File: src/rtl/bp_nd_mux_socket.sv
// bp_nd_mux_socket
//   Tile-side wormhole socket. Several tile channels share one network link.
//   TX: packet-locked round-robin mux of els_p channels into a two-entry
//       output buffer that drives the link from registers only.
//   RX: steers each incoming packet to a per-channel FIFO by the channel id in
//       its header flit. Packets with an out-of-range id are dropped, and the
//       sticky bad_chan_o flag is set.
//
// Ports
//   clk_i, reset_n_i                 clock, asynchronous active-low reset
//   tile_v_i / tile_data_i           per-channel TX flits (ready/valid)
//   tile_ready_and_o                 per-channel TX accept
//   net_v_o / net_data_o             link TX flit
//   net_ready_and_i                  link TX ready
//   net_v_i / net_data_i             link RX flit
//   net_ready_and_o                  link RX ready
//   tile_v_o / tile_data_o           per-channel RX FIFO head
//   tile_yumi_i                      per-channel RX consume (only while valid)
//   bad_chan_o                       sticky: RX header with out-of-range channel
//
// Optional build macro BP_ND_MUX_SOCKET_PERF_EN adds the following ports:
//   tx_stall_cnt_o [31:0]            cycles with net_v_o=1 and net_ready_and_i=0
//   rx_pkt_cnt_o   [els_p*16-1:0]    per-channel count of headers steered
//   Both counters saturate at all-ones.

module bp_nd_mux_socket
  #(parameter int flit_width_p  = 16  // no natural default; set per link
   ,parameter int els_p         = 2
   ,parameter int len_width_p   = 4
   ,parameter int len_lsb_p     = 0
   ,parameter int chan_lsb_p    = 4
   ,parameter int rx_fifo_els_p = 2
   )
  (input  logic                            clk_i
  ,input  logic                            reset_n_i
  ,input  logic [els_p-1:0]                tile_v_i
  ,input  logic [els_p*flit_width_p-1:0]   tile_data_i
  ,output logic [els_p-1:0]                tile_ready_and_o
  ,output logic                            net_v_o
  ,output logic [flit_width_p-1:0]         net_data_o
  ,input  logic                            net_ready_and_i
  ,input  logic                            net_v_i
  ,input  logic [flit_width_p-1:0]         net_data_i
  ,output logic                            net_ready_and_o
  ,output logic [els_p-1:0]                tile_v_o
  ,output logic [els_p*flit_width_p-1:0]   tile_data_o
  ,input  logic [els_p-1:0]                tile_yumi_i
  ,output logic                            bad_chan_o
`ifdef BP_ND_MUX_SOCKET_PERF_EN
  ,output logic [31:0]                     tx_stall_cnt_o
  ,output logic [els_p*16-1:0]             rx_pkt_cnt_o
`endif
  );

  localparam int chan_w_lp = (els_p > 1) ? $clog2(els_p) : 1;
  localparam int ptr_w_lp  = (rx_fifo_els_p > 1) ? $clog2(rx_fifo_els_p) : 1;
  localparam int cnt_w_lp  = $clog2(rx_fifo_els_p + 1);

  // ---------------------------------------------------------------- TX path
  typedef enum logic {TX_IDLE, TX_LOCKED} tx_state_e;

  tx_state_e               tx_state_reg, tx_state_next;
  logic [chan_w_lp-1:0]    rr_ptr_reg, rr_ptr_next;
  logic [chan_w_lp-1:0]    tx_chan_reg, tx_chan_next;
  logic [len_width_p-1:0]  tx_cnt_reg, tx_cnt_next;
  logic [chan_w_lp-1:0]    tx_sel;
  logic                    tx_go;
  logic [flit_width_p-1:0] tx_flit;
  logic [len_width_p-1:0]  tx_len;
  int                      idx;

  logic [flit_width_p-1:0] obuf_mem [2];
  logic [1:0]              obuf_cnt_reg;
  logic                    obuf_wr_reg, obuf_rd_reg;
  logic                    obuf_not_full, obuf_deq;

  // Ready to tiles depends only on buffer occupancy (a register), never on
  // net_ready_and_i, so the link has no combinational path back to the tiles.
  assign obuf_not_full = (obuf_cnt_reg != 2'd2);

  // Round-robin: scan from the highest offset down so the lowest offset from
  // the pointer with a valid request is the last (winning) assignment.
  always_comb begin
    tx_sel = tx_chan_reg;
    tx_go  = 1'b0;
    idx    = 0;
    if (tx_state_reg == TX_IDLE) begin
      for (int i = els_p-1; i >= 0; i--) begin
        idx = int'(rr_ptr_reg) + i;
        if (idx >= els_p) idx = idx - els_p;
        if (tile_v_i[idx]) begin
          tx_sel = chan_w_lp'(idx);
          tx_go  = 1'b1;
        end
      end
    end else begin
      tx_go = tile_v_i[tx_chan_reg];
    end
    tx_go = tx_go & obuf_not_full;
  end

  for (genvar gi = 0; gi < els_p; gi++) begin : g_tx_ready
    assign tile_ready_and_o[gi] = tx_go & (int'(tx_sel) == gi);
  end

  assign tx_flit = tile_data_i[tx_sel*flit_width_p +: flit_width_p];
  assign tx_len  = tx_flit[len_lsb_p +: len_width_p];

  always_comb begin
    tx_state_next = tx_state_reg;
    tx_chan_next  = tx_chan_reg;
    tx_cnt_next   = tx_cnt_reg;
    rr_ptr_next   = rr_ptr_reg;
    if (tx_go) begin
      if (tx_state_reg == TX_IDLE) begin
        rr_ptr_next = (int'(tx_sel) == els_p-1) ? '0 : tx_sel + 1'b1;
        if (tx_len != '0) begin
          tx_state_next = TX_LOCKED;
          tx_chan_next  = tx_sel;
          tx_cnt_next   = tx_len;
        end
      end else begin
        tx_cnt_next = tx_cnt_reg - 1'b1;
        if (tx_cnt_reg == len_width_p'(1)) tx_state_next = TX_IDLE;
      end
    end
  end

  assign obuf_deq = net_v_o & net_ready_and_i;

  always_ff @(posedge clk_i or negedge reset_n_i) begin
    if (!reset_n_i) begin
      tx_state_reg <= TX_IDLE;
      tx_chan_reg  <= '0;
      tx_cnt_reg   <= '0;
      rr_ptr_reg   <= '0;
      obuf_cnt_reg <= '0;
      obuf_wr_reg  <= 1'b0;
      obuf_rd_reg  <= 1'b0;
    end else begin
      tx_state_reg <= tx_state_next;
      tx_chan_reg  <= tx_chan_next;
      tx_cnt_reg   <= tx_cnt_next;
      rr_ptr_reg   <= rr_ptr_next;
      if (tx_go)    obuf_wr_reg <= ~obuf_wr_reg;
      if (obuf_deq) obuf_rd_reg <= ~obuf_rd_reg;
      obuf_cnt_reg <= obuf_cnt_reg + {1'b0, tx_go} - {1'b0, obuf_deq};
    end
  end

  always_ff @(posedge clk_i) begin
    if (tx_go) obuf_mem[obuf_wr_reg] <= tx_flit;
  end

  assign net_v_o    = (obuf_cnt_reg != 2'd0);
  assign net_data_o = obuf_mem[obuf_rd_reg];

  // ---------------------------------------------------------------- RX path
  typedef enum logic [1:0] {RX_IDLE, RX_STEER, RX_DROP} rx_state_e;

  rx_state_e              rx_state_reg, rx_state_next;
  logic [chan_w_lp-1:0]   rx_chan_reg, rx_chan_next;
  logic [len_width_p-1:0] rx_cnt_reg, rx_cnt_next;
  logic                   bad_chan_reg, bad_chan_next;
  logic [chan_w_lp-1:0]   hdr_chan, rx_tgt;
  logic [len_width_p-1:0] hdr_len;
  logic                   hdr_ok, rx_keep, rx_take;
  logic [els_p-1:0]       rx_tgt_oh, fifo_full, fifo_wr;

  assign hdr_chan = net_data_i[chan_lsb_p +: chan_w_lp];
  assign hdr_len  = net_data_i[len_lsb_p +: len_width_p];
  assign hdr_ok   = (int'(hdr_chan) < els_p);
  assign rx_tgt   = (rx_state_reg == RX_IDLE) ? hdr_chan : rx_chan_reg;
  // Flit is destined for a FIFO (as opposed to being discarded).
  assign rx_keep  = (rx_state_reg == RX_STEER) | ((rx_state_reg == RX_IDLE) & hdr_ok);

  for (genvar gi = 0; gi < els_p; gi++) begin : g_rx_sel
    assign rx_tgt_oh[gi] = (int'(rx_tgt) == gi);
    assign fifo_wr[gi]   = rx_take & rx_keep & rx_tgt_oh[gi];
  end

  // Discarded flits are always accepted; kept flits wait on their FIFO, which
  // stalls the whole link (accepted head-of-line blocking).
  assign net_ready_and_o = rx_keep ? |(rx_tgt_oh & ~fifo_full) : 1'b1;
  assign rx_take         = net_v_i & net_ready_and_o;

  always_comb begin
    rx_state_next = rx_state_reg;
    rx_chan_next  = rx_chan_reg;
    rx_cnt_next   = rx_cnt_reg;
    bad_chan_next = bad_chan_reg;
    if (rx_take) begin
      case (rx_state_reg)
        RX_IDLE: begin
          if (hdr_ok) begin
            rx_chan_next = hdr_chan;
            if (hdr_len != '0) begin
              rx_state_next = RX_STEER;
              rx_cnt_next   = hdr_len;
            end
          end else begin
            bad_chan_next = 1'b1;
            if (hdr_len != '0) begin
              rx_state_next = RX_DROP;
              rx_cnt_next   = hdr_len;
            end
          end
        end
        default: begin
          rx_cnt_next = rx_cnt_reg - 1'b1;
          if (rx_cnt_reg == len_width_p'(1)) rx_state_next = RX_IDLE;
        end
      endcase
    end
  end

  always_ff @(posedge clk_i or negedge reset_n_i) begin
    if (!reset_n_i) begin
      rx_state_reg <= RX_IDLE;
      rx_chan_reg  <= '0;
      rx_cnt_reg   <= '0;
      bad_chan_reg <= 1'b0;
    end else begin
      rx_state_reg <= rx_state_next;
      rx_chan_reg  <= rx_chan_next;
      rx_cnt_reg   <= rx_cnt_next;
      bad_chan_reg <= bad_chan_next;
    end
  end

  assign bad_chan_o = bad_chan_reg;

  for (genvar gi = 0; gi < els_p; gi++) begin : g_rx_fifo
    logic [flit_width_p-1:0] mem [rx_fifo_els_p];
    logic [ptr_w_lp-1:0]     wr_ptr_reg, rd_ptr_reg;
    logic [cnt_w_lp-1:0]     cnt_reg;

    assign fifo_full[gi] = (cnt_reg == cnt_w_lp'(rx_fifo_els_p));

    // Pointers wrap explicitly so non-power-of-two depths work.
    always_ff @(posedge clk_i or negedge reset_n_i) begin
      if (!reset_n_i) begin
        wr_ptr_reg <= '0;
        rd_ptr_reg <= '0;
        cnt_reg    <= '0;
      end else begin
        if (fifo_wr[gi])
          wr_ptr_reg <= (wr_ptr_reg == ptr_w_lp'(rx_fifo_els_p-1)) ? '0 : wr_ptr_reg + 1'b1;
        if (tile_yumi_i[gi])
          rd_ptr_reg <= (rd_ptr_reg == ptr_w_lp'(rx_fifo_els_p-1)) ? '0 : rd_ptr_reg + 1'b1;
        cnt_reg <= cnt_reg + cnt_w_lp'(fifo_wr[gi]) - cnt_w_lp'(tile_yumi_i[gi]);
      end
    end

    always_ff @(posedge clk_i) begin
      if (fifo_wr[gi]) mem[wr_ptr_reg] <= net_data_i;
    end

    assign tile_v_o[gi]                                  = (cnt_reg != '0);
    assign tile_data_o[gi*flit_width_p +: flit_width_p]  = mem[rd_ptr_reg];

`ifdef BP_ND_MUX_SOCKET_PERF_EN
    logic [15:0] pkt_cnt_reg;
    always_ff @(posedge clk_i or negedge reset_n_i) begin
      if (!reset_n_i)
        pkt_cnt_reg <= '0;
      else if (fifo_wr[gi] && (rx_state_reg == RX_IDLE) && (pkt_cnt_reg != '1))
        pkt_cnt_reg <= pkt_cnt_reg + 1'b1;
    end
    assign rx_pkt_cnt_o[gi*16 +: 16] = pkt_cnt_reg;
`endif
  end

`ifdef BP_ND_MUX_SOCKET_PERF_EN
  always_ff @(posedge clk_i or negedge reset_n_i) begin
    if (!reset_n_i)
      tx_stall_cnt_o <= '0;
    else if (net_v_o && !net_ready_and_i && (tx_stall_cnt_o != '1))
      tx_stall_cnt_o <= tx_stall_cnt_o + 1'b1;
  end
`endif

endmodule

File: config.mk
export PLATFORM = sky130hd
export DESIGN_NAME = bp_nd_mux_socket
export DESIGN_NICKNAME = d
export VERILOG_FILES = /design/src/rtl/bp_nd_mux_socket.sv
export SDC_FILE = /design/constraint.sdc
export NUM_CORES = 1
export LEC_CHECK = 0
export ABC_CLOCK_PERIOD_IN_PS = 3990
export CAP_MARGIN = 20
export CORE_ASPECT_RATIO = 1.5
export CORE_MARGIN = 5
export CORE_UTILIZATION = 51
export DETAILED_ROUTE_END_ITERATION = 8
export HOLD_SLACK_MARGIN = 0.12
export PLACE_DENSITY = 0.78
export SYNTH_ARGS = -nofsm -noshare
export SYNTH_HDL_FRONTEND = slang
export SYNTH_SLANG_ARGS = --single-unit
File: constraint.sdc
create_clock -name clk_i -period 3.99 [get_ports clk_i]
set_clock_uncertainty 0.05 [all_clocks]
set_input_delay 0.399 -clock clk_i [delete_from_list [all_inputs] [get_ports clk_i]]
set_output_delay 0.399 -clock clk_i [all_outputs]
set_load 0.01 [all_outputs]
==> qor.csv, run 1 <==
stage,metric,value,unit
outcome,status,finished clean,
routing,Iter 0 DRT Violations,136,
routing,final WL,9760,microns
sta,RSZ-0062 raised after global routing,no,
routing,DR DRC count,0,
layout,max reg flops,64,
routing,Initial DRT Pass Iterations,6,
worst_hold_path,Min-Delay Path Class,in2async,
sta,count of final max-slew check failures,0,
routing,via count,3046,
layout,most frequent cells in the layout,"109 x clkdlybuf4s50_1, 96 x edfxtp_1, 63 x mux2_2",
die,Initial Util,52.6,%
worst_setup_path,Critical Path RT,3.54,ns
global_route,global-route wire length before repair,16000,microns
worst_setup_path,WS Path Type,reg2out,
synthesis,sequential fraction of the synthesis area,68.5,%
global_route,largest net degree at the start of global routing,26,
worst_setup_path,CP Capture Type,primary output,
global_route,initial antenna violation count,0,
routing,Routed Antenna Nets,0,
worst_setup_path,crit path cell chain,nand2b_1 -> a32o_1 -> and2_1 -> clkdlybuf4s50_1,
sta,total negative slack,0,ns
worst_setup_path,worst-path fanout max,23,
synthesis,#FFs+latches synth,121,
worst_setup_path,worst reg2reg setup slack,1.47,ns
synthesis,YS warnings,0,
sta,max_slew headroom,31.4,%
worst_setup_path,crit path DAT,2.73,ns
clocking,hold bufs inserted after CTS,0,
clocking,clk root buf,clkbuf_16,
routing,via/cell ratio,5.38,
sta,final hold vios,0,
synthesis,Synth top area share,56.3,%
clocking,Max clock buf depth,2,
sta,max frequency,315,MHz
placement,Port-buffer cells,109,
die,die width,91.8,microns
worst_setup_path,kind of start point of the critical path,register,
power_and_ir_drop,peak supply drop,0.000543,V
sta,count of final setup violators,0,
placement,HPWL Detailed,6850,microns
global_route,vias in the first global route,3309,
layout,"leading cell type in the layout, fill and taps excluded",clkdlybuf4s50_1,
synthesis,cell area after synthesis,5120,sq um
global_route,global-route usage over all layers,16.9,%
synthesis,Post-Syn Nets,384,
global_route,Congestion Overflow GR,0,
layout,Largest regs,"g_rx_fifo.mem (64), obuf_mem (32)",
synthesis,asr flop ratio synth,20.7,%
layout,share of layout cells above drive strength 1,23.7,%
synthesis,syn_area_per_cell,16.1,sq um
sta,worst slew pin tran,1.03,ns
synthesis,post-synth cell types,42,
clocking,clock sinks,121,
power_and_ir_drop,P per Cell Area,791,nW/um^2
worst_setup_path,slowest cell delay on critical path,0.81,ns
clocking,"CTS clk-pin slew, worst paths",0.06,ns
clocking,"Clk Latency, worst-skew pair",0.40,ns
clocking,TritonCTS clock tree,yes,
die,CORE AREA,9740,sq um
worst_setup_path,Worst path slowest cell,a32o_1,
placement,RePlAce Congestion,0.782,
power_and_ir_drop,"Power, Total",5.52,mW
synthesis,Post-synth EDFFs,96,
synthesis,top post-synthesis cells by area,"edfxtp_1 56%, mux2_2 14%, dfrtp_1 12%",
sta,fin crit share,79.7,%
routing,DR WL/cell,17.2,microns
die,Ports,111,
clocking,postcts setup bufs,0,
die,Die Ht,133,microns
clocking,post-cts resize count,0,
layout,P&R area growth vs syn,36.3,%
sta,fin crit period,3.18,ns
synthesis,dominant synthesized flop cell,edfxtp_1,
synthesis,Yosys top cell by area,edfxtp_1,
power_and_ir_drop,Leak,2.60,nW
die,Row Count,44,
die,Die Area,12200,sq um
job,Max Cap Violations,0,
clocking,cts bufs inserted,17,
layout,Layout Nets,505,
layout,Biggest register,g_rx_fifo.mem,
synthesis,Cells after Synth,318,
layout,ANT cells,0,
clocking,H-tree levels,4,
-- logic make-up after synthesis --
kind of cell	after synthesis	share of synthesized area [%]
AOI/OAI and AO/OA	17	2.39
and+or+nand+nor	49	5.25
adders and majority gates	10	2.44
other	1	0.0732
xor gates and xnor gates	12	2.05
buffers and inverters	33	2.83
muxes	75	16.4
DFF	121	68.5
-- area by class of cell --
type,instances,area [sq um]
fill,631,2760
tap,115,144
timing repair buffer,114,1130
sequential,121,3510
clock inverter,14,221
multi-input combinational,164,1470
clock buffer,17,425
inverter,21,78.8
-- worst max-delay path, delay by kind of cell (launching register included) --
family	cells	cell delay, ns
buffers and inverters	1	0.54
DFF	1	0.57
AOI/OAI and AO/OA	1	0.81
and+or+nand+nor	2	0.40
-- metal layers --
metal,routed length (microns),global-route usage (%),up-vias
li1,-,-,1424
met1,3740,18.0,1495
met2,5160,30.1,114
met3,700,5.80,13
met4,163,7.44,0
met5,0,0,-
-- power breakdown --
part           internal [mW]  leakage [nW]  switching (mW)  total [mW]
registers               1.79          1.17           0.249        2.04
clock network           1.11         0.306           0.545        1.65
logic                   1.03          1.12           0.804        1.83
total                   3.92          2.60            1.60        5.52
-- per-stage QoR --
step / cells / util, % / setup WS, ns / area (sq um) / hold WS, ns
2_1_floorplan: 318 / - / 1.19 / 5120 / 0.0534
3_3_place_gp: 535 / 65.0 / 1.01 / 6330 / 0.425
3_5_place_dp: 535 / 65.0 / 0.956 / 6330 / 0.429
4_1_cts: 566 / 71.6 / 0.796 / 6980 / 0.331
5_1_grt: 566 / 71.6 / 0.646 / 6980 / 0.347
6_report: 566 / 71.6 / 0.811 / 6980 / 0.329
-- final timing paths --
kind                                         start                 endpoint  cells after the start
max                                   tx_state_reg      tile_ready_and_o[0]                      4
min                                      reset_n_i              obuf_wr_reg                      2
max reg2reg                           tx_state_reg            tx_cnt_reg[3]                      5
min reg2reg                g_rx_fifo[1].cnt_reg[1]  g_rx_fifo[1].cnt_reg[1]                      1
max in group asynchronous                reset_n_i              rx_chan_reg                      2
min in group clk_i         g_rx_fifo[1].cnt_reg[1]  g_rx_fifo[1].cnt_reg[1]                      1
-- Yosys cell counts (2+ instances only) --
cell type,number
xnor2_1,8
edfxtp_1,96
and2_1,5
ha_1,10
a21o_1,2
or4_1,3
buf_6,2
nor2_1,13
mux2_2,63
nor4_1,2
o21ai_0,3
a21oi_1,4
nor3_1,2
nand3_1,5
xor2_1,4
nand2_1,4
nor3_2,2
buf_2,2
nand2b_1,2
dfrtp_1,25
inv_1,20
clkbuf_1,7
nor2b_1,2
nand4_1,2
mux2i_1,11
or2_2,3
Note: power is estimated with default switching activity, not from simulation.
==> run 2, diff against run 1 <==
==> config.mk (replaced) <==
export PLATFORM = sky130hd
export DESIGN_NAME = bp_nd_mux_socket
export DESIGN_NICKNAME = d
export VERILOG_FILES = /design/src/rtl/bp_nd_mux_socket.sv
export SDC_FILE = /design/constraint.sdc
export NUM_CORES = 1
export LEC_CHECK = 0
export ABC_CLOCK_PERIOD_IN_PS = 2850
export CAP_MARGIN = 20
export CORE_ASPECT_RATIO = 1.5
export CORE_MARGIN = 5
export CORE_UTILIZATION = 46
export DETAILED_ROUTE_END_ITERATION = 8
export HOLD_SLACK_MARGIN = 0.12
export PLACE_DENSITY = 0.74
export SYNTH_ARGS = -nofsm -noshare
export SYNTH_HDL_FRONTEND = slang
export SYNTH_SLANG_ARGS = --single-unit
==> constraint.sdc (replaced) <==
create_clock -name clk_i -period 2.85 [get_ports clk_i]
set_clock_uncertainty 0.05 [all_clocks]
set_input_delay 0.285 -clock clk_i [delete_from_list [all_inputs] [get_ports clk_i]]
set_output_delay 0.285 -clock clk_i [all_outputs]
set_load 0.01 [all_outputs]
==> run 2 against run 1 <==
Total power is 38% higher. Cell count up 6.9%. Highest routed layer unchanged. Setup slack worse by 0.58 ns. Sequential power is 36% higher. Global-route usage shrank 1.2 points. First-iteration DRC count decreased by 40%. Register-to-register slack got worse by 0.79 ns. Non-clock buffer count rose by 6. Core utilization shrank 7.8 points. Hold slack got worse by 0.11 ns.
==> qor.csv, run 2 (synthesis gave the netlist of run 1 again) <==
stage,metric,value,unit
outcome,status,finished clean,
die,die width,96.2,microns
global_route,initial antenna violation count,0,
worst_setup_path,worst-path fanout max,14,
clocking,TritonCTS clock tree,yes,
global_route,global-route usage over all layers,15.8,%
clocking,post-cts resize count,0,
sta,count of final setup violators,0,
worst_setup_path,crit path DAT,2.29,ns
sta,max frequency,381,MHz
routing,Initial DRT Pass Iterations,4,
layout,Seq. cell area,3510,sq um
routing,DR WL/cell,16.5,microns
layout,multi-input logic area,1470,sq um
clocking,Max clock buf depth,2,
die,Die Ht,139,microns
sta,total negative slack,0,ns
clocking,cts bufs inserted,17,
layout,Largest regs,"g_rx_fifo.mem (64), obuf_mem (32)",
sta,final hold vios,0,
layout,filler cell count,802,
routing,DR DRC count,0,
layout,final cell count without fillers,605,
sta,worst slew pin tran,0.724,ns
routing,via/cell ratio,5.04,
clocking,clock sinks,121,
sta,fin crit share,92.0,%
layout,P&R area growth vs syn,37.1,%
die,CORE AREA,11000,sq um
global_route,vias in the first global route,3348,
job,Max Cap Violations,0,
clocking,H-tree levels,4,
die,Row Count,47,
routing,Iter 0 DRT Violations,82,
power_and_ir_drop,Leak,2.61,nW
layout,Layout Nets,511,
routing,via count,3048,
die,Die Area,13400,sq um
layout,max reg flops,64,
placement,RePlAce Congestion,0.811,
global_route,Congestion Overflow GR,0,
routing,final WL,10000,microns
placement,HPWL Detailed,7210,microns
global_route,largest net degree at the start of global routing,26,
sta,count of final max-slew check failures,0,
placement,Placed Cells,573,
placement,Area after DPL,6420,sq um
power_and_ir_drop,"Power, Total",7.61,mW
layout,design area,7020,sq um
layout,most frequent cells in the layout,"109 x clkdlybuf4s50_1, 96 x edfxtp_1, 63 x mux2_2",
clocking,"CTS clk-pin slew, worst paths",0.06,ns
clocking,hold bufs inserted after CTS,0,
placement,Port-buffer cells,109,
global_route,global-route wire length before repair,16000,microns
clocking,"Clk Latency, worst-skew pair",0.40,ns
clocking,clk root buf,clkbuf_16,
layout,utilization after layout,63.8,%
sta,RSZ-0062 raised after global routing,no,
worst_hold_path,Min-Delay Path Class,in2async,
power_and_ir_drop,P per Cell Area,1080,nW/um^2
layout,Biggest register,g_rx_fifo.mem,
worst_setup_path,Critical Path RT,2.52,ns
clocking,postcts setup bufs,0,
worst_setup_path,kind of start point of the critical path,register,
sta,max_slew headroom,51.7,%
layout,ANT cells,0,
worst_setup_path,CP Capture Type,primary output,
routing,Routed Antenna Nets,0,
die,Initial Util,46.6,%
die,Ports,111,
layout,"leading cell type in the layout, fill and taps excluded",clkdlybuf4s50_1,
worst_setup_path,WS Path Type,reg2out,
sta,fin crit period,2.62,ns
power_and_ir_drop,peak supply drop,0.000837,V
layout,share of layout cells above drive strength 1,24.7,%
run 2: cell count changes in the layout (fill, tap and decap cells not counted):
| cell | before | now |
|---|---|---|
| buf_4 | 5 | 11 |
| clkbuf_1 | 0 | 1 |
| bufinv_16 | 5 | 3 |
| clkinv_2 | 1 | 3 |
| clkinv_4 | 2 | 3 |
| inv_6 | 3 | 2 |
run 2: cell type report:
type	instances	share of cell area [%]
multi-input cells	164	21.0
inverters	21	1.12
flip-flops and latches	121	50.0
repair buffers	120	16.7
well taps	147	2.62
clock inverters	14	2.44
clock buffers	18	6.11
run 2: per-stage QoR:
step | hold WS [ns] | setup slack, ns
2_1_floorplan | -0.0606 | 0.0525
3_3_place_gp | 0.422 | 0.370
3_5_place_dp | 0.446 | 0.347
4_1_cts | 0.215 | 0.215
5_1_grt | 0.229 | 0.120
6_report | 0.215 | 0.227
run 2: worst max-delay path, cell delays in order (launching register included):
cell	delay, ns
dfrtp_1	0.52
a221o_2	0.49
clkinv_1	0.18
and2_1	0.16
clkdlybuf4s50_1	0.53
run 2: final timing paths:
check,startpoint,endpoint,slack [ns],cells past startpoint
setup / recovery,tx_state_reg,tile_ready_and_o[0],0.23,4
hold / removal,reset_n_i,tx_chan_reg,0.22,2
setup reg to reg,tx_state_reg,tx_cnt_reg[0],0.68,6
hold reg to reg,g_rx_fifo[1].cnt_reg[1],g_rx_fifo[1].cnt_reg[1],0.45,1
max in group asynchronous,reset_n_i,rx_cnt_reg[0],2.27,2
min in group clk_i,g_rx_fifo[1].cnt_reg[1],g_rx_fifo[1].cnt_reg[1],0.45,1
run 2: power breakdown:
| part | internal (mW) | switching [mW] |
|---|---|---|
| clock network | 1.38 | 0.751 |
| registers | 2.50 | 0.268 |
| logic | 1.48 | 1.23 |
run 2: per-layer routing:
metal	vias up	global-route usage, %	wire length [microns]
met5	-	0	0
met4	0	6.00	103
met3	12	6.05	835
met2	110	28.3	5430
met1	1493	16.0	3640
li1	1433	-	-
